--- src/rtl/apb_master_if.sv ---
// Command, response and APB bus signals of apb_master, seen from the master side.
// The master modport is the requester; the slave modport is whatever drives commands and PREADY/PRDATA.
interface apb_master_if #(
    parameter int ADDR_W = 32,
    parameter int DATA_W = 32
);
    logic              i_cmd_valid;
    logic              o_cmd_ready;
    logic              i_cmd_write;
    logic [ADDR_W-1:0] i_cmd_addr;
    logic [DATA_W-1:0] i_cmd_wdata;
    logic              o_rsp_valid;
    logic              i_rsp_ready;
    logic [DATA_W-1:0] o_rsp_rdata;
    logic              o_rsp_err;
    logic              o_busy;
    logic              o_psel;
    logic              o_penable;
    logic              o_pwrite;
    logic [ADDR_W-1:0] o_paddr;
    logic [DATA_W-1:0] o_pwdata;
    logic [DATA_W-1:0] i_prdata;
    logic              i_pready;

    modport master (
        input  i_cmd_valid, i_cmd_write, i_cmd_addr, i_cmd_wdata, i_rsp_ready, i_prdata, i_pready,
        output o_cmd_ready, o_rsp_valid, o_rsp_rdata, o_rsp_err, o_busy,
               o_psel, o_penable, o_pwrite, o_paddr, o_pwdata
    );

    modport slave (
        output i_cmd_valid, i_cmd_write, i_cmd_addr, i_cmd_wdata, i_rsp_ready, i_prdata, i_pready,
        input  o_cmd_ready, o_rsp_valid, o_rsp_rdata, o_rsp_err, o_busy,
               o_psel, o_penable, o_pwrite, o_paddr, o_pwdata
    );
endinterface

--- src/rtl/apb_master.sv ---
// APB requester: queues read/write commands in a FIFO and runs each as a SETUP/ACCESS transfer.
// Define APB_MST_TIMEOUT_EN to abort ACCESS phases that stall longer than TIMEOUT_CYC cycles.
module apb_master #(
    parameter int ADDR_W      = 32,
    parameter int DATA_W      = 32,
    parameter int FIFO_DEPTH  = 4,
    parameter int TIMEOUT_CYC = 255
) (
    input logic          i_pclk,
    input logic          i_preset,
    apb_master_if.master bus
);
    localparam int             PTR_W    = $clog2(FIFO_DEPTH);
    localparam logic [PTR_W:0] FULL_CNT = (PTR_W + 1)'(FIFO_DEPTH);

    typedef enum logic [1:0] {IDLE, SETUP, ACCESS} state_t;

    state_t            r_state;
    state_t            w_nextState;
    logic              r_fifoWrite [FIFO_DEPTH];
    logic [ADDR_W-1:0] r_fifoAddr  [FIFO_DEPTH];
    logic [DATA_W-1:0] r_fifoWdata [FIFO_DEPTH];
    logic [PTR_W-1:0]  r_wrPtr;
    logic [PTR_W-1:0]  r_rdPtr;
    logic [PTR_W:0]    r_count;
    logic              r_pwrite;
    logic [ADDR_W-1:0] r_paddr;
    logic [DATA_W-1:0] r_pwdata;
    logic              r_rspValid;
    logic              r_rspErr;
    logic [DATA_W-1:0] r_rspRdata;
    logic              w_full;
    logic              w_empty;
    logic              w_push;
    logic              w_pop;
    logic              w_start;
    logic              w_done;
    logic              w_abort;
    logic              w_psel;
    logic              w_penable;
    logic              w_timeoutHit;

    assign w_full  = (r_count == FULL_CNT);
    assign w_empty = (r_count == '0);
    assign w_push  = bus.i_cmd_valid && !w_full;
    assign w_pop   = w_done || w_abort;

`ifdef APB_MST_TIMEOUT_EN
    localparam int CNT_W = $clog2(TIMEOUT_CYC + 1);
    logic [CNT_W-1:0] r_toCnt;

    assign w_timeoutHit = (r_toCnt == CNT_W'(TIMEOUT_CYC));

    always_ff @(posedge i_pclk) begin
        if (i_preset || r_state == SETUP) begin
            r_toCnt <= '0;
        end else if (r_state == ACCESS && !bus.i_pready && !w_timeoutHit) begin
            r_toCnt <= r_toCnt + CNT_W'(1);
        end
    end
`else
    assign w_timeoutHit = 1'b0;
`endif

    always_ff @(posedge i_pclk) begin
        if (i_preset) begin
            r_state <= IDLE;
        end else begin
            r_state <= w_nextState;
        end
    end

    always_comb begin
        w_nextState = r_state;
        w_start     = 1'b0;
        w_done      = 1'b0;
        w_abort     = 1'b0;
        w_psel      = 1'b0;
        w_penable   = 1'b0;
        unique case (r_state)
            IDLE: begin
                // A new transfer may only start if its response will have somewhere to go.
                if (!w_empty && (!r_rspValid || bus.i_rsp_ready)) begin
                    w_start     = 1'b1;
                    w_nextState = SETUP;
                end
            end
            SETUP: begin
                w_psel      = 1'b1;
                w_nextState = ACCESS;
            end
            ACCESS: begin
                w_psel    = 1'b1;
                w_penable = 1'b1;
                if (bus.i_pready) begin
                    w_done      = 1'b1;
                    w_nextState = IDLE;
                end else if (w_timeoutHit) begin
                    w_abort     = 1'b1;
                    w_nextState = IDLE;
                end
            end
            default: w_nextState = IDLE;
        endcase
    end

    always_ff @(posedge i_pclk) begin
        if (w_push) begin
            r_fifoWrite[r_wrPtr] <= bus.i_cmd_write;
            r_fifoAddr[r_wrPtr]  <= bus.i_cmd_addr;
            r_fifoWdata[r_wrPtr] <= bus.i_cmd_wdata;
        end
    end

    always_ff @(posedge i_pclk) begin
        if (i_preset) begin
            r_wrPtr <= '0;
            r_rdPtr <= '0;
            r_count <= '0;
        end else begin
            if (w_push) begin
                r_wrPtr <= r_wrPtr + PTR_W'(1);
            end
            if (w_pop) begin
                r_rdPtr <= r_rdPtr + PTR_W'(1);
            end
            if (w_push && !w_pop) begin
                r_count <= r_count + (PTR_W + 1)'(1);
            end else if (!w_push && w_pop) begin
                r_count <= r_count - (PTR_W + 1)'(1);
            end
        end
    end

    // A completing transfer always lands in an empty response slot, so it may override the consume.
    always_ff @(posedge i_pclk) begin
        if (i_preset) begin
            r_pwrite   <= 1'b0;
            r_paddr    <= '0;
            r_pwdata   <= '0;
            r_rspValid <= 1'b0;
            r_rspErr   <= 1'b0;
            r_rspRdata <= '0;
        end else begin
            if (w_start) begin
                r_pwrite <= r_fifoWrite[r_rdPtr];
                r_paddr  <= r_fifoAddr[r_rdPtr];
                r_pwdata <= r_fifoWdata[r_rdPtr];
            end
            if (w_done) begin
                r_rspValid <= 1'b1;
                r_rspErr   <= 1'b0;
                r_rspRdata <= r_pwrite ? '0 : bus.i_prdata;
            end else if (w_abort) begin
                r_rspValid <= 1'b1;
                r_rspErr   <= 1'b1;
                r_rspRdata <= '0;
            end else if (bus.i_rsp_ready) begin
                r_rspValid <= 1'b0;
            end
        end
    end

    assign bus.o_cmd_ready = !w_full;
    assign bus.o_busy      = !w_empty || (r_state != IDLE);
    assign bus.o_psel      = w_psel;
    assign bus.o_penable   = w_penable;
    assign bus.o_pwrite    = r_pwrite;
    assign bus.o_paddr     = r_paddr;
    assign bus.o_pwdata    = r_pwdata;
    assign bus.o_rsp_valid = r_rspValid;
    assign bus.o_rsp_err   = r_rspErr;
    assign bus.o_rsp_rdata = r_rspRdata;
endmodule

--- src/flat_wrapper.sv ---
// flat-port wrapper written by rule: the top's interface ports become plain ports
module apb_master_flat 
#(
    parameter int ADDR_W      = 32,
    parameter int DATA_W      = 32,
    parameter int FIFO_DEPTH  = 4,
    parameter int TIMEOUT_CYC = 255
)
  (i_pclk, i_preset, bus_i_cmd_valid, bus_i_cmd_write, bus_i_cmd_addr, bus_i_cmd_wdata, bus_i_rsp_ready, bus_i_prdata, bus_i_pready, bus_o_cmd_ready, bus_o_rsp_valid, bus_o_rsp_rdata, bus_o_rsp_err, bus_o_busy, bus_o_psel, bus_o_penable, bus_o_pwrite, bus_o_paddr, bus_o_pwdata);
  apb_master_if #(.ADDR_W(ADDR_W), .DATA_W(DATA_W)) bus_i ();
  input logic i_pclk;
  input logic i_preset;
  input wire logic [$bits(bus_i.i_cmd_valid)-1:0] bus_i_cmd_valid;
  input wire logic [$bits(bus_i.i_cmd_write)-1:0] bus_i_cmd_write;
  input wire logic [$bits(bus_i.i_cmd_addr)-1:0] bus_i_cmd_addr;
  input wire logic [$bits(bus_i.i_cmd_wdata)-1:0] bus_i_cmd_wdata;
  input wire logic [$bits(bus_i.i_rsp_ready)-1:0] bus_i_rsp_ready;
  input wire logic [$bits(bus_i.i_prdata)-1:0] bus_i_prdata;
  input wire logic [$bits(bus_i.i_pready)-1:0] bus_i_pready;
  output wire logic [$bits(bus_i.o_cmd_ready)-1:0] bus_o_cmd_ready;
  output wire logic [$bits(bus_i.o_rsp_valid)-1:0] bus_o_rsp_valid;
  output wire logic [$bits(bus_i.o_rsp_rdata)-1:0] bus_o_rsp_rdata;
  output wire logic [$bits(bus_i.o_rsp_err)-1:0] bus_o_rsp_err;
  output wire logic [$bits(bus_i.o_busy)-1:0] bus_o_busy;
  output wire logic [$bits(bus_i.o_psel)-1:0] bus_o_psel;
  output wire logic [$bits(bus_i.o_penable)-1:0] bus_o_penable;
  output wire logic [$bits(bus_i.o_pwrite)-1:0] bus_o_pwrite;
  output wire logic [$bits(bus_i.o_paddr)-1:0] bus_o_paddr;
  output wire logic [$bits(bus_i.o_pwdata)-1:0] bus_o_pwdata;
  assign bus_i.i_cmd_valid = bus_i_cmd_valid;
  assign bus_i.i_cmd_write = bus_i_cmd_write;
  assign bus_i.i_cmd_addr = bus_i_cmd_addr;
  assign bus_i.i_cmd_wdata = bus_i_cmd_wdata;
  assign bus_i.i_rsp_ready = bus_i_rsp_ready;
  assign bus_i.i_prdata = bus_i_prdata;
  assign bus_i.i_pready = bus_i_pready;
  assign bus_o_cmd_ready = bus_i.o_cmd_ready;
  assign bus_o_rsp_valid = bus_i.o_rsp_valid;
  assign bus_o_rsp_rdata = bus_i.o_rsp_rdata;
  assign bus_o_rsp_err = bus_i.o_rsp_err;
  assign bus_o_busy = bus_i.o_busy;
  assign bus_o_psel = bus_i.o_psel;
  assign bus_o_penable = bus_i.o_penable;
  assign bus_o_pwrite = bus_i.o_pwrite;
  assign bus_o_paddr = bus_i.o_paddr;
  assign bus_o_pwdata = bus_i.o_pwdata;
  apb_master #(.ADDR_W(ADDR_W), .DATA_W(DATA_W), .FIFO_DEPTH(FIFO_DEPTH), .TIMEOUT_CYC(TIMEOUT_CYC)) u_core (.i_pclk(i_pclk), .i_preset(i_preset), .bus(bus_i));
endmodule
--- config.mk ---
export PLATFORM = sky130hd
export DESIGN_NAME = apb_master_flat
export DESIGN_NICKNAME = d
export VERILOG_FILES = /design/src/rtl/apb_master_if.sv /design/src/rtl/apb_master.sv /design/src/flat_wrapper.sv
export SDC_FILE = /design/constraint.sdc
export NUM_CORES = 1
export LEC_CHECK = 0
export ABC_AREA = 1
export CORE_MARGIN = 1.5
export CORE_UTILIZATION = 46
export DETAILED_ROUTE_END_ITERATION = 10
export PLACE_DENSITY = 0.72
export SLEW_MARGIN = 10
export SYNTH_ARGS = -nofsm -noshare
export SYNTH_HDL_FRONTEND = slang
export SYNTH_SLANG_ARGS = --single-unit
--- constraint.sdc ---
create_clock -name i_pclk -period 4.7 [get_ports i_pclk]
set_clock_uncertainty 0.05 [all_clocks]
set_input_delay 0.47 -clock i_pclk [delete_from_list [all_inputs] [get_ports i_pclk]]
set_output_delay 0.47 -clock i_pclk [all_outputs]
set_load 0.01 [all_outputs]
==> results.py <==
metrics = {
    "yosys": {
        "netlist.area_leader.share_pct": 57.4,
        "synth_compound_area_share_pct": 12.1,
        "synth_seq_area_share_pct": 73.1,
        "syn_area_um2": 13600,
        "synth_top_family_by_area": "compound AO/OA/AOI/OAI gates",
        "yosys.area_share.simple_pct": 10.2,
        "netlist_instances": 1133,
        "synth_adder_area_share_pct": 0.882,
        "synthDistinctLibCells": 25,
        "synth_warnings": 0,
        "yosys.area.top_type": "edfxtp_1",
        "syn-num-nets": 1244,
        "synthMuxAreaShare_pct": 0,
        "synth_commonest_cells": "nor2_1, edfxtp_1, o21ai_0",
        "synth_area_leaders": "edfxtp_1, dfxtp_1, nor2_1",
        "synth.most_common_cell": "nor2_1",
        "async_reset_ff_share_pct": 0,
        "synth-xor-area-share_pct": 0.0643,
        "synth.avg_cell_area_um2": 12.0,
        "synth_top_flop_cell": "edfxtp_1",
        "ys_ff_latch": 367,
        "synth-edff-count": 260,
    },
    "global_routing": {
        "grt_start_max_net_pins": 73,
        "grt_pass1_vias": 9085,
        "antenna_found_initial": 3,
        "grt-ovfl-total": 0,
        "grt_use_total_pct": 20.2,
        "grt_pass1_wl_um": 48600,
    },
    "clock_tree": {
        "cts_resized": 0,
        "cts-root-buf": "clkbuf_16",
        "htreeDepth": 2,
        "clk_latency_ps": 520,
        "cts_num_sinks": 367,
        "clkTransAtPathRegs_ps": 60,
        "cts_tree": "yes",
        "cts_buffer_depth": 3,
        "postCtsHoldBufs": 0,
        "cts_buffers": 38,
        "postCtsSetupBuffers": 0,
    },
    "timing": {
        "min_period_ps": 2480,
        "whs_ps": 412,
        "min_period_over_period_pct": 52.7,
        "final.setup.tns_ps": 0,
        "worstMarginPinSlew_ps": 1130,
        "finalSetupViolations": 0,
        "hold_viol_final": 0,
        "relSlewSlack_pct": 24.6,
        "drv_slew": 0,
        "rsz0062_at_grt": "false",
        "fmax_ghz": 0.404,
        "setup_slack_ps": 2220,
    },
    "worst_setup_path": {
        "path_common_cell": "nand2_1",
        "max_stage_delay_ps": 850,
        "crit_slowest_cell": "nor2_4",
        "rr_worst_depth": 5,
        "startpoint_type": "register",
        "r2r_slack_ps": 2220,
        "arrival_ps": 2640,
        "required_ps": 4860,
        "crit_fanout": 26,
        "path_class": "register to register",
        "worstPathCellList": "nor2_2 -> nand2_1 -> nand2_1 -> nor2_4 -> buf_4",
        "end_kind": "register",
    },
    "power_and_ir_drop": {
        "p_leak_nw": 5.83,
        "vdd_drop_max_mv": 0.547,
        "p_total_mw": 9.06,
        "p_switching_mw": 2.62,
        "power_frac_comb_pct": 23.1,
        "p_per_area_nw_per_um2": 532,
        "power_frac_seq_pct": 45.8,
        "switching_share_pct": 29.0,
        "pwr-share-clk_pct": 31.1,
        "p_int_mw": 6.44,
    },
    "floorplanning": {
        "fp.coreArea_um2": 28900,
        "fp.dieW_um": 175,
        "io_pins": 205,
        "die_area_um2": 30600,
        "row_count": 62,
        "start_util_pct": 47.0,
        "die_y_um": 175,
    },
    "route": {
        "routed_via_density": 5.35,
        "drc": 0,
        "drtPass1Iterations": 5,
        "routed-via-count": 9236,
        "wirelength_um": 30700,
        "drt_iter0_markers": 757,
        "drt.antenna.violating_nets": 0,
        "routedWlPerCell_um": 17.8,
    },
    "placement": {
        "port_buffers": 203,
        "preCtsSetupSlack_ps": 1780,
        "place_congestion": 0.747,
        "dp_hpwl_um": 17100,
    },
    "final_layout": {
        "fillers": 2309,
        "final_util_pct": 58.9,
        "final-seq-area_um2": 9950,
        "drive_gt1_share_pct": 6.86,
        "syn_to_final_growth_pct": 25.2,
        "multi_input_area_um2": 3200,
        "nets": 1424,
    },
    "run": {
        "drv_cap": 0,
    },
    "hold_path": {
        "hp-class": "register to register",
        "min_path_cells": 2,
    },
    "run_status": {
        "status": "finished, final reports clean",
    },
}
==> cell type report <==
cell class | count | area share (%)
repair buffers | 217 | 12.7
inverters | 20 | 0.462
well taps | 384 | 2.82
flip-flops and latches | 367 | 58.4
clock inverters | 9 | 0.433
multi-input cells | 669 | 18.8
diodes | 1 | 0.0147
clock buffers | 60 | 6.42
==> cell families after synthesis <==
group | Yosys count
DFF | 367
and+or+nand+nor | 352
AOI/OAI and AO/OA | 306
buffers and inverters | 97
adders and majority gates | 9
xor gates and xnor gates | 1
other | 1
==> placed cells by master, fill, tap and decap left out, types with 7 or more instances in the layout <==
master	netlist	final
ha_1	8	8
nand2_1	47	47
o21ai_0	173	173
o22ai_1	65	65
nand3_1	33	33
inv_1	13	13
o21ai_2	8	8
clkdlybuf4s50_1	0	203
nor2_2	7	7
nor2_1	264	260
a21oi_1	40	40
clkbuf_1	33	17
o21ai_1	20	20
edfxtp_1	260	260
clkbuf_16	0	39
buf_4	2	12
dfxtp_1	107	105
==> power by group through the flow <==
| stage | registers, mW | clock network, mW | logic [mW] |
|---|---|---|---|
| after floorplan | 4.28 | 0 | 1.10 |
| after global placement | 4.21 | 0 | 2.07 |
| after detailed placement | 4.22 | 0 | 2.12 |
| after CTS | 4.16 | 2.87 | 2.13 |
| after global routing | 4.20 | 3.01 | 2.33 |
| final | 4.15 | 2.82 | 2.10 |
==> layer usage <==
layer | GRT usage, % | wire length (um) | share of wire [%]
met1 | 26.6 | 13000 | 42
met2 | 33.9 | 14800 | 48
met3 | 4.68 | 2330 | 7.6
met4 | 5.02 | 576 | 1.9
met5 | 0 | 30 | 0.098
==> state kept, by name, summed over array words and instances, names as in the netlist <==
| signal | flops |
|---|---|
| u_core.r_count | 3 |
| u_core.bus.o_pwrite | 1 |
| u_core.bus.o_rsp_rdata | 32 |
| u_core.bus.o_rsp_valid | 1 |
| u_core.r_state | 2 |
| u_core.r_fifoAddr | 128 |
| u_core.r_rdPtr | 2 |
| u_core.r_fifoWrite | 4 |
| u_core.r_wrPtr | 2 |
| u_core.bus.o_pwdata | 32 |
| u_core.bus.o_paddr | 32 |
| u_core.r_fifoWdata | 128 |
==> critical path: cells and delay by family (launching register included) <==
family / cells / cell delay, ps
DFF: 1 / 410
and+or+nand+nor: 4 / 1340
buffers and inverters: 1 / 360
==> per-stage QoR <==
| step | instances | cell area [um^2] |
|---|---|---|
| final | 1727 | 17000 |
| after detailed placement | 1657 | 15900 |
| after floorplan | 1133 | 13600 |
| after global routing | 1726 | 17000 |
| after CTS | 1726 | 17000 |
| after global placement | 1657 | 15900 |
==> worst paths after layout <==
path / startpoint / endpoint
hold reg to reg: u_core.bus.o_rsp_rdata[19]$_SDFFE_PP0P_ / u_core.bus.o_rsp_rdata[19]$_SDFFE_PP0P_
hold / removal: u_core.bus.o_rsp_rdata[19]$_SDFFE_PP0P_ / u_core.bus.o_rsp_rdata[19]$_SDFFE_PP0P_
setup / recovery: u_core.r_count[0]$_SDFFE_PP0P_ / u_core.r_fifoAddr[0][1]$_DFFE_PP_
setup reg to reg: u_core.r_count[0]$_SDFFE_PP0P_ / u_core.r_fifoAddr[0][1]$_DFFE_PP_
Note: power is estimated with default switching activity, not from simulation.
